`config.mk`:
```
export PLATFORM = sky130hd
export DESIGN_NAME = mem_line_ctrl
export DESIGN_NICKNAME = d
export VERILOG_FILES = /design/src/rtl/mem_line_ctrl_pkg.sv /design/src/rtl/mem_line_ctrl_word_xfer.sv /design/src/rtl/mem_line_ctrl.sv
export SDC_FILE = /design/constraint.sdc
export NUM_CORES = 1
export LEC_CHECK = 0
export BUFFER_PORTS_ARGS = -buffer_cell sky130_fd_sc_hd__buf_2
export CAP_MARGIN = 20
export CORE_MARGIN = 8
export CORE_UTILIZATION = 55
export CTS_CLUSTER_SIZE = 25
export DETAILED_ROUTE_END_ITERATION = 7
export GPL_TIMING_DRIVEN = 0
export PLACE_DENSITY = 0.77
export SYNTH_ARGS = -nofsm -noshare
export SYNTH_HDL_FRONTEND = slang
export SYNTH_SLANG_ARGS = --single-unit
```
`constraint.sdc`:
```
create_clock -name clk -period 2.65 [get_ports clk]
set_input_delay 0 -clock clk [delete_from_list [all_inputs] [get_ports clk]]
set_output_delay 0 -clock clk [all_outputs]
set_load 0.01 [all_outputs]
```
`src/rtl/mem_line_ctrl_pkg.sv`:
```
// rtl/mem_line_ctrl_pkg.sv - shared constants, request ops and FSM states for the line controller
package mem_line_ctrl_pkg;

  localparam int DEF_ADDRESSBIT       = 16;
  localparam int DEF_WORDSIZE         = 32;
  localparam int DEF_LINE_WORDS       = 4;
  localparam int DEF_MEM_ACCESS_DELAY = 4;

  localparam logic RD = 1'b0;
  localparam logic WT = 1'b1;

  typedef enum logic [1:0] {
    OP_NOP   = 2'b00,
    OP_FILL  = 2'b01,
    OP_WB    = 2'b10,
    OP_EVICT = 2'b11
  } op_e;

  typedef enum logic [1:0] {
    ST_IDLE,
    ST_WB,
    ST_FILL,
    ST_DONE
  } state_e;

  // Two cycles beyond the memory delay so read data has settled before capture.
  function automatic int hold_cycles(input int delay);
    return delay + 2;
  endfunction

endpackage

```
`src/rtl/mem_line_ctrl_word_xfer.sv`:
```
// rtl/mem_line_ctrl_word_xfer.sv - holds one word access on the memory port and strobes its completion
module mem_line_ctrl_word_xfer
  import mem_line_ctrl_pkg::*;
#(
  parameter int ADDRESSBIT       = DEF_ADDRESSBIT,
  parameter int WORDSIZE         = DEF_WORDSIZE,
  parameter int MEM_ACCESS_DELAY = DEF_MEM_ACCESS_DELAY
) (
  input  logic                  clk,
  input  logic                  rst_n,
  input  logic                  start_i,
  input  logic [ADDRESSBIT-1:0] addr_i,
  input  logic                  rdwt_i,
  input  logic [WORDSIZE-1:0]   data_i,
  output logic                  word_done_o,
  output logic [ADDRESSBIT-1:0] mem_addr_o,
  output logic                  mem_rdwt_o,
  output logic [WORDSIZE-1:0]   mem_data_o
);

  localparam int HOLD = hold_cycles(MEM_ACCESS_DELAY);
  localparam int CW   = $clog2(HOLD + 1);

  logic [CW-1:0]         cnt_q, cnt_d;
  logic                  active_q, active_d;
  logic [ADDRESSBIT-1:0] addr_q, addr_d;
  logic                  rdwt_q, rdwt_d;
  logic [WORDSIZE-1:0]   data_q, data_d;

  assign word_done_o = active_q && (cnt_q == CW'(HOLD - 1));
  assign mem_addr_o  = addr_q;
  assign mem_rdwt_o  = rdwt_q;
  assign mem_data_o  = data_q;

  // A start on the completing cycle chains straight into the next word with no RD gap.
  always_comb begin
    cnt_d    = cnt_q;
    active_d = active_q;
    addr_d   = addr_q;
    rdwt_d   = rdwt_q;
    data_d   = data_q;
    if (start_i) begin
      cnt_d    = '0;
      active_d = 1'b1;
      addr_d   = addr_i;
      rdwt_d   = rdwt_i;
      if (rdwt_i == WT) begin
        data_d = data_i;
      end
    end else if (word_done_o) begin
      cnt_d    = '0;
      active_d = 1'b0;
      rdwt_d   = RD;
    end else if (active_q) begin
      cnt_d = cnt_q + CW'(1);
    end
  end

  always_ff @(posedge clk or negedge rst_n) begin
    if (!rst_n) begin
      cnt_q    <= '0;
      active_q <= 1'b0;
      addr_q   <= '0;
      rdwt_q   <= RD;
      data_q   <= '0;
    end else begin
      cnt_q    <= cnt_d;
      active_q <= active_d;
      addr_q   <= addr_d;
      rdwt_q   <= rdwt_d;
      data_q   <= data_d;
    end
  end

endmodule

```
`src/rtl/mem_line_ctrl.sv`:
```
// rtl/mem_line_ctrl.sv - sequences line fill, writeback and evict requests into word accesses
module mem_line_ctrl
  import mem_line_ctrl_pkg::*;
#(
  parameter int ADDRESSBIT       = DEF_ADDRESSBIT,
  parameter int WORDSIZE         = DEF_WORDSIZE,
  parameter int LINE_WORDS       = DEF_LINE_WORDS,
  parameter int MEM_ACCESS_DELAY = DEF_MEM_ACCESS_DELAY
) (
  input  logic                           clk,
  input  logic                           rst_n,
  input  logic                           req_valid,
  output logic                           req_ready,
  input  logic [1:0]                     req_op,
  input  logic [ADDRESSBIT-1:0]          req_fill_addr,
  input  logic [ADDRESSBIT-1:0]          req_wb_addr,
  input  logic [LINE_WORDS*WORDSIZE-1:0] wb_line,
  output logic                           done,
  output logic [LINE_WORDS*WORDSIZE-1:0] fill_line,
  output logic [ADDRESSBIT-1:0]          memAddr,
  output logic [WORDSIZE-1:0]            memDataOut,
  output logic                           memRdwt,
  input  logic [WORDSIZE-1:0]            memDataIn
);

  localparam int IW = (LINE_WORDS > 1) ? $clog2(LINE_WORDS) : 1;
  localparam int LW = LINE_WORDS * WORDSIZE;
  localparam logic [ADDRESSBIT-1:0] OFS_MASK = ADDRESSBIT'(LINE_WORDS - 1);
  localparam logic [IW-1:0]         LAST     = IW'(LINE_WORDS - 1);

  state_e                state_q;
  logic [IW-1:0]         idx_q;
  logic                  evict_q;
  logic [ADDRESSBIT-1:0] fill_base_q, wb_base_q;
  logic [LW-1:0]         wb_line_q, buf_q, fill_line_q;
  logic                  done_q, ready_q;

  op_e                   op;
  logic                  accept, word_done, last_word;
  logic [IW-1:0]         idx_nxt;
  logic                  xfer_start, xfer_rdwt;
  logic [ADDRESSBIT-1:0] xfer_addr;
  logic [WORDSIZE-1:0]   xfer_data;
  logic [LW-1:0]         buf_merged;

  assign op        = op_e'(req_op);
  assign accept    = req_valid && ready_q;
  assign last_word = (idx_q == LAST);
  assign idx_nxt   = last_word ? '0 : idx_q + IW'(1);

  assign req_ready = ready_q;
  assign done      = done_q;
  assign fill_line = fill_line_q;

  always_comb begin
    buf_merged = buf_q;
    buf_merged[int'(idx_q)*WORDSIZE +: WORDSIZE] = memDataIn;
  end

  // Next word to put on the bus; the accept edge uses the raw request inputs.
  always_comb begin
    xfer_start = 1'b0;
    xfer_addr  = fill_base_q;
    xfer_rdwt  = RD;
    xfer_data  = '0;
    case (state_q)
      ST_IDLE: begin
        if (accept) begin
          case (op)
            OP_FILL: begin
              xfer_start = 1'b1;
              xfer_addr  = req_fill_addr & ~OFS_MASK;
            end
            OP_WB, OP_EVICT: begin
              xfer_start = 1'b1;
              xfer_addr  = req_wb_addr & ~OFS_MASK;
              xfer_rdwt  = WT;
              xfer_data  = wb_line[WORDSIZE-1:0];
            end
            default: ;
          endcase
        end
      end
      ST_WB: begin
        if (word_done) begin
          if (!last_word) begin
            xfer_start = 1'b1;
            xfer_addr  = wb_base_q | ADDRESSBIT'(idx_nxt);
            xfer_rdwt  = WT;
            xfer_data  = wb_line_q[int'(idx_nxt)*WORDSIZE +: WORDSIZE];
          end else if (evict_q) begin
            xfer_start = 1'b1;
            xfer_addr  = fill_base_q;
          end
        end
      end
      ST_FILL: begin
        if (word_done && !last_word) begin
          xfer_start = 1'b1;
          xfer_addr  = fill_base_q | ADDRESSBIT'(idx_nxt);
        end
      end
      default: ;
    endcase
  end

  mem_line_ctrl_word_xfer #(
    .ADDRESSBIT      (ADDRESSBIT),
    .WORDSIZE        (WORDSIZE),
    .MEM_ACCESS_DELAY(MEM_ACCESS_DELAY)
  ) u_xfer (
    .clk        (clk),
    .rst_n      (rst_n),
    .start_i    (xfer_start),
    .addr_i     (xfer_addr),
    .rdwt_i     (xfer_rdwt),
    .data_i     (xfer_data),
    .word_done_o(word_done),
    .mem_addr_o (memAddr),
    .mem_rdwt_o (memRdwt),
    .mem_data_o (memDataOut)
  );

  always_ff @(posedge clk or negedge rst_n) begin
    if (!rst_n) begin
      state_q     <= ST_IDLE;
      idx_q       <= '0;
      evict_q     <= 1'b0;
      fill_base_q <= '0;
      wb_base_q   <= '0;
      wb_line_q   <= '0;
      buf_q       <= '0;
      fill_line_q <= '0;
      done_q      <= 1'b0;
      ready_q     <= 1'b1;
    end else begin
      case (state_q)
        ST_IDLE: begin
          if (accept) begin
            wb_line_q   <= wb_line;
            fill_base_q <= req_fill_addr & ~OFS_MASK;
            wb_base_q   <= req_wb_addr & ~OFS_MASK;
            idx_q       <= '0;
            evict_q     <= (op == OP_EVICT);
            ready_q     <= 1'b0;
            case (op)
              OP_FILL:         state_q <= ST_FILL;
              OP_WB, OP_EVICT: state_q <= ST_WB;
              default:         state_q <= ST_DONE;
            endcase
          end
        end
        ST_WB: begin
          if (word_done) begin
            idx_q <= idx_nxt;
            if (last_word) begin
              if (evict_q) begin
                state_q <= ST_FILL;
              end else begin
                state_q <= ST_DONE;
                done_q  <= 1'b1;
              end
            end
          end
        end
        ST_FILL: begin
          if (word_done) begin
            buf_q <= buf_merged;
            idx_q <= idx_nxt;
            if (last_word) begin
              state_q     <= ST_DONE;
              done_q      <= 1'b1;
              fill_line_q <= buf_merged;
            end
          end
        end
        // A NOP arrives here with done low, so it spends one extra cycle raising the pulse.
        ST_DONE: begin
          if (done_q) begin
            done_q  <= 1'b0;
            ready_q <= 1'b1;
            state_q <= ST_IDLE;
          end else begin
            done_q <= 1'b1;
          end
        end
        default: state_q <= ST_IDLE;
      endcase
    end
  end

endmodule

```
==> flow_metrics.py, run 1 <==
metrics = {
    "run_status": {
        "outcome": "completed",
    },
    "power": {
        "p_leak_nw": 13.20,
        "ir_worst_vdd_mv": 0.8072,
        "power_density_nw_per_um2": 947.7,
    },
    "placement": {
        "dpl.hpwl_um": 44700,
        "gp_congestion": 0.8907,
        "place_inst": 2825,
        "io_buffers": 339,
        "placedInstanceArea_um2": 22890,
    },
    "grt": {
        "grt_max_degree": 130,
        "grt_pass1_wl_um": 112800,
        "grt_pass1_vias": 19770,
        "overflow": 0,
        "antenna_found_initial": 14,
        "grt_use_total_pct": 32.99,
    },
    "cts": {
        "clock_sinks": 472,
        "cts_buffers": 48,
        "path_clk_slew_ns": 0.06,
        "htreeDepth": 2,
        "clockRootBuffer": "clkbuf_16",
        "worst_skew_pair.late_latency_ns": 0.60,
        "clock_path_buffers": 3,
        "cts_tree": "done",
    },
    "synthesis": {
        "synth_top_area_share_pct": 57.53,
        "yosys_warnings": 0,
        "synth_most_common_cell": "nand2_1",
        "synth-seq-cells": 472,
        "syn_avg_cell_area_um2": 10.17,
        "syn_area_um2": 20490,
        "seq_area_frac_synth_pct": 57.66,
        "async_flop_share_pct": 100.0,
        "synth_common_cells": "nand2_1, dfrtp_1, a21oi_1",
        "syn-instance-count": 2014,
        "yosys-top-cells-area": "dfrtp_1, nand2_1, a22o_1",
        "synth_ff_type": "dfrtp_1",
        "syn_nets": 2223,
        "ys_types": 42,
        "yosysTopAreaCell": "dfrtp_1",
        "synth_edf_count": 0,
    },
    "floorplanning": {
        "core-area_um2": 36610,
        "rows": 70,
        "die_w_um": 209,
        "dieHeight_um": 209,
        "start_util_pct": 55.96,
        "io-pin-count": 376,
        "die-area_um2": 43680,
    },
    "route": {
        "wirelength_um": 73190,
        "firstDrtPassIters": 6,
        "vias_per_cell": 6.071,
        "drcViolationCount": 0,
        "drtIter0Drc": 1882,
        "vias": 18940,
        "ant_nets": 0,
        "avgRoutedWirePerCell_um": 23.46,
    },
    "sta": {
        "clock_skew_ns": 0.02724,
        "finalCriticalPeriod_ns": 2.584,
        "setup_violations": 0,
        "post-route-period-util_pct": 97.51,
        "slew_headroom_pct": 50.39,
        "hold_viol": 0,
        "slew_viol_final": 0,
        "max_freq_mhz": 387.0,
        "rsz0062_at_grt": "true",
        "tightest_slew_ns": 0.7442,
    },
    "finish": {
        "syn_to_final_growth_pct": 29.52,
        "fin_nets": 2808,
        "drive_gt1_share_pct": 21.53,
        "final_area_um2": 26530,
        "final_cells": 3120,
    },
    "worst_setup_path": {
        "cp-end-kind": "flip-flop",
        "cpMostUsedCell": "buf_6",
        "slowest_stage": "mux4_2",
        "r2r_slack_ns": 0.07,
        "cp.arrival_ns": 3.04,
        "startpoint_type": "flip-flop",
        "r2r-end": "u_xfer.mem_data_o[17]",
        "critical_path.max_fanout": 10,
        "worstPathCellList": "inv_2 > ha_1 > buf_6 > buf_6 > mux4_2 > a22o_1 > mux2_2",
        "critPathMaxStageDelay_ns": 0.52,
        "required_ns": 3.11,
        "reg2reg_from": "idx_q[0]",
        "path_class": "flip-flop to flip-flop",
        "reg2regPathDepth": 7,
    },
    "min_path": {
        "hold_path.class": "input pin to asynchronous set/reset pin",
    },
    "run": {
        "drv_cap": 0,
    },
}
placed cells by master (no fill, tap or decap), drive strengths merged, types with 6 or more instances in the layout:
cell type / count
diode: 14
nor2b: 130
dlygate4sd3: 190
a21oi: 275
dfrtp: 471
clkbuf: 179
mux2: 34
o21ai: 6
nand2: 481
mux4: 32
buf: 417
ha: 12
a22o: 176
inv: 12
clkinv: 10
nor2: 154
a222oi: 14
worst max-delay path: cells and delay by family (launching register included):
| kind | cells | cell delay (ns) |
|---|---|---|
| mux | 2 | 0.80 |
| buf+inv | 3 | 0.57 |
| flops | 1 | 0.48 |
| fa+ha+maj | 1 | 0.34 |
| compound gates | 1 | 0.25 |
kinds of logic after synthesis:
logic type | after synthesis | synth area share (%)
and+or+nand+nor | 785 | 16.35
AOI/OAI and AO/OA | 487 | 15.77
muxes | 69 | 5.533
buffers and inverters | 189 | 3.957
DFF | 472 | 57.66
adders and majority gates | 12 | 0.7328
layout make-up:
cell class / instances / area (µm²)
repair buffers: 536 / 3741
well taps: 468 / 585.6
clock inverters: 16 / 197.7
plain buffers: 177 / 780.7
inverters: 11 / 41.29
flip-flops and latches: 472 / 11810
diodes: 14 / 35.03
multi-input cells: 1353 / 7904
clock buffers: 73 / 1435
fillers: 2417 / 10080
power by group:
| group | internal (mW) | switching [mW] | leakage (nW) | total, mW |
|---|---|---|---|---|
| clock network | 4.13 | 2.91 | 0.809 | 7.04 |
| registers | 9.04 | 1.19 | 5.73 | 10.2 |
| logic | 3.29 | 4.59 | 6.66 | 7.88 |
| total | 16.5 | 8.69 | 13.2 | 25.1 |
worst max-delay path by stage:
stage | start | endpoint | depth (start not counted)
global placement | rst_n | fill_line[84] | 1
CTS | idx_q[0] | u_xfer.mem_data_o[17] | 6
detailed placement | idx_q[0] | buf_q[94] | 8
floorplan | idx_q[0] | u_xfer.mem_data_o[12] | 7
finish | idx_q[0] | u_xfer.mem_data_o[17] | 7
global route | idx_q[0] | u_xfer.mem_addr_o[9] | 6
routing by layer:
metal | vias to the layer above | part of all wire [%] | track usage, %
met2 | 1254 | 46 | 51.70
met4 | 6 | 6.1 | 19.17
li1 | 8040 | - | -
met1 | 9293 | 36 | 39.14
met5 | - | 0.056 | 0
met3 | 347 | 11 | 11.73
metrics by stage:
step           power, mW  utilization [%]  setup slack (ns)  setup TNS, ns  hold WS [ns]
2_1_floorplan      14.91                -            0.3746              0       -0.2956
3_3_place_gp       16.92            62.19            -7.651       -3607.62        0.1904
3_5_place_dp       17.25            62.52           -0.2929         -22.83        0.1181
4_1_cts            24.54            72.29           0.05986              0       0.06166
5_1_grt            26.24            72.46          -0.03237       -0.07294        0.1034
6_report           25.15            72.48           0.06608              0       0.07992
registers in the layout (all words and copies together), names as in the netlist:
register / count
state_q: 2
idx_q: 2
req_ready: 1
done: 1
wb_line_q: 128
wb_base_q: 14
u_xfer.active_q: 1
u_xfer.mem_addr_o: 16
fill_base_q: 14
u_xfer.mem_rdwt_o: 1
fill_line: 128
buf_q: 128
evict_q: 1
u_xfer.cnt_q: 3
u_xfer.mem_data_o: 32
repair_timing:
item,4_1_cts,5_1_grt
gates resized for setup,7,16
gates cloned,0,0
setup buffers,3,0
endpoints found under the hold margin,698,0
hold buffers,190,0
pin swaps,1,0
setup endpoints to repair,158,62
Note: power is estimated with default switching activity, not from simulation.
==> run 2, diff against run 1 <==
ABC_AREA = 1   (was not set)
ABC_CLOCK_PERIOD_IN_PS = 2650   (was not set)
==> run 2 against run 1 <==
Effect of this change: the run now ends with design-rule violations left; flip-flop and latch count is the same; highest routed layer is now met4; sequential share of layout area shrank 1.5 points; utilization shrank 0.87 points; synthesized area grew 3.7%; global-route usage grew 0.27 points; largest cell class unchanged; die area grew 3.5%; first-iteration DRC count grew 9.5%.
==> flow_metrics.py, run 2 <==
metrics = {
    "run_status": {
        "outcome": "finished, violations left",
        "violations": "design-rule violations",
    },
    "synthesis": {
        "yosys.area_share.simple_pct": 21.94,
        "syn_avg_cell_area_um2": 8.329,
        "yosys_warnings": 0,
        "seq_area_frac_synth_pct": 55.57,
        "yosysTopAreaCell": "dfrtp_1",
        "ys_types": 31,
        "synth_xor_area_share_pct": 0.04121,
        "synth_mux_area_share_pct": 3.338,
        "synth_compound_area_share_pct": 10.27,
        "synth_top_family_by_area": "simple AND/OR/NAND/NOR gates",
        "syn_area_um2": 21260,
        "synth_most_common_cell": "nand2_1",
        "synth_top_area_share_pct": 55.45,
        "synthAdderAreaFrac_pct": 0.7064,
        "synth-seq-cells": 472,
        "syn-instance-count": 2552,
        "synth_common_cells": "nand2_1, dfrtp_1, inv_1",
        "synth_edf_count": 0,
        "async_flop_share_pct": 100.0,
        "synth_ff_type": "dfrtp_1",
        "yosys-top-cells-area": "dfrtp_1, nand2_1, o21ai_0",
        "syn_nets": 2761,
    },
    "sta": {
        "setup_violations": 0,
        "hold_viol": 0,
        "finalCriticalPeriod_ns": 2.524,
        "clock_skew_ns": 0.03312,
        "post-route-period-util_pct": 95.23,
        "slew_viol_final": 0,
        "rsz0062_at_grt": "false",
        "max_freq_mhz": 396.2,
        "tightest_slew_ns": 0.7097,
        "slew_headroom_pct": 52.69,
        "setup_ws_ns": 0.1263,
    },
    "cts": {
        "cts_tree": "done",
        "clock_path_buffers": 3,
        "path_clk_slew_ns": 0.06,
        "worst_skew_pair.late_latency_ns": 0.59,
        "clockRootBuffer": "clkbuf_16",
        "cts_buffers": 48,
        "htreeDepth": 2,
        "clock_sinks": 472,
    },
    "placement": {
        "gp_congestion": 0.9059,
        "placedInstanceArea_um2": 23880,
        "dpl.hpwl_um": 51560,
        "place_ws_ns": -0.1891,
        "place_inst": 3444,
        "io_buffers": 370,
    },
    "route": {
        "firstDrtPassIters": 8,
        "wirelength_um": 75820,
        "drcViolationCount": 6,
        "avgRoutedWirePerCell_um": 20.33,
        "ant_nets": 0,
        "drtIter0Drc": 2061,
        "vias": 21080,
        "vias_per_cell": 5.651,
    },
    "worst_setup_path": {
        "path_class": "flip-flop to flip-flop",
        "reg2regPathDepth": 6,
        "critical_path.max_fanout": 10,
        "startpoint_type": "flip-flop",
        "r2r_slack_ns": 0.13,
        "required_ns": 3.12,
        "cp-end-kind": "flip-flop",
        "reg2reg_from": "idx_q[0]",
        "cp.arrival_ns": 2.99,
        "r2r-end": "fill_line[60]",
    },
    "finish": {
        "final_common_cell": "nand2_1",
        "final_cell_mix": "nand2_1, dfrtp_1, buf_2",
        "syn_to_final_growth_pct": 29.29,
        "final_area_um2": 27480,
        "utilization_pct": 71.61,
        "final_cells": 3730,
        "fin_nets": 3382,
        "fillers": 2808,
        "drive_gt1_share_pct": 19.51,
    },
    "grt": {
        "grt_use_total_pct": 33.26,
        "overflow": 0,
        "grt_pass1_wl_um": 117300,
        "antenna_found_initial": 2,
        "grt_max_degree": 122,
        "grt_pass1_vias": 21308,
    },
    "floorplanning": {
        "die_w_um": 212.6,
        "start_util_pct": 55.39,
        "io-pin-count": 376,
        "die-area_um2": 45190,
        "core-area_um2": 38380,
        "rows": 72,
        "dieHeight_um": 212.6,
    },
    "power": {
        "p_leak_nw": 13.88,
        "ir_worst_vdd_mv": 0.5366,
        "power_density_nw_per_um2": 998.8,
    },
    "min_path": {
        "hold-path-endpoint": "u_xfer.mem_data_o[31]",
        "min-delay-start": "req_op[1]",
        "hold_path.class": "input pin to flip-flop",
        "hold_depth": 7,
    },
    "run": {
        "drv_cap": 0,
    },
}
==> run 2: metrics by stage <==
stage / power (mW) / TNS, ns / hold WS (ns)
after detailed placement: 19.90 / -8.379 / -0.1011
after floorplan: 16.70 / 0 / -0.2956
after global routing: 29.05 / 0 / 0.1075
final: 27.45 / 0 / 0.06876
after global placement: 19.47 / -3635.97 / 0.2015
after CTS: 27.10 / 0 / 0.03944
==> run 2: cell families (layout without fill, tap and decap cells) <==
| kind of cell | after synthesis | after routing |
|---|---|---|
| DFF | 472 | 472 |
| muxes | 63 | 63 |
| other | 0 | 4 |
| and+or+nand+nor | 1175 | 1175 |
| adders and majority gates | 12 | 12 |
| xor gates and xnor gates | 1 | 1 |
| AOI/OAI and AO/OA | 402 | 402 |
| buffers and inverters | 427 | 1083 |
==> run 2: power breakdown <==
| part | internal [mW] | total [mW] | switching (mW) |
|---|---|---|---|
| Combinational | 3.34 | 9.63 | 6.28 |
| Clock | 4.02 | 6.92 | 2.90 |
| Sequential | 9.70 | 10.9 | 1.20 |
==> run 2: cell type report <==
cell class | count | area, µm² | area share (%)
Multi-Input combinational cell | 1653 | 7714 | 28.07
Antenna cell | 4 | 10.01 | 0.03642
Tap cell | 518 | 648.1 | 2.359
Clock buffer | 70 | 1426 | 5.191
Inverter | 268 | 1010 | 3.674
Buffer | 159 | 749.5 | 2.727
Sequential cell | 472 | 11810 | 42.99
Clock inverter | 15 | 166.4 | 0.6056
Timing Repair Buffer | 571 | 3944 | 14.35
==> run 2: worst max-delay path by stage <==
stage / startpoint / end / slack, ns / depth (start not counted)
after CTS: idx_q[0] / fill_line[29] / 0.006 / 8
after global placement: rst_n / wb_line_q[107] / -7.76 / 1
final: idx_q[0] / fill_line[60] / 0.13 / 6
after floorplan: idx_q[0] / fill_line[34] / 0.69 / 7
after global routing: state_q[1] / u_xfer.mem_data_o[10] / 0.005 / 10
after detailed placement: idx_q[0] / u_xfer.mem_data_o[27] / -0.19 / 9
==> run 2: what timing repair did <==
action,in CTS,in global routing
pin swaps,1,2
endpoints found under the setup margin,120,176
buffers inserted,2,2
gates resized for setup,6,30
hold endpoints to repair,761,0
hold buffers,193,0
cloned,0,0
==> run 2: routing by layer <==
| metal | wire [µm] | vias to the layer above | global-route usage (%) |
|---|---|---|---|
| li1 | - | 9326 | - |
| met1 | 27920 | 10101 | 41.14 |
| met2 | 36420 | 1369 | 54.88 |
| met3 | 7929 | 284 | 8.019 |
| met4 | 3550 | 0 | 15.35 |
| met5 | 0 | - | 0 |
==> run 2: worst max-delay path, cell delays in order (launching register included) <==
cell     delay [ns]
dfrtp_1        0.46
ha_1           0.32
inv_1          0.19
nor3_2         0.34
buf_2          0.44
buf_4          0.30
mux2_2         0.35
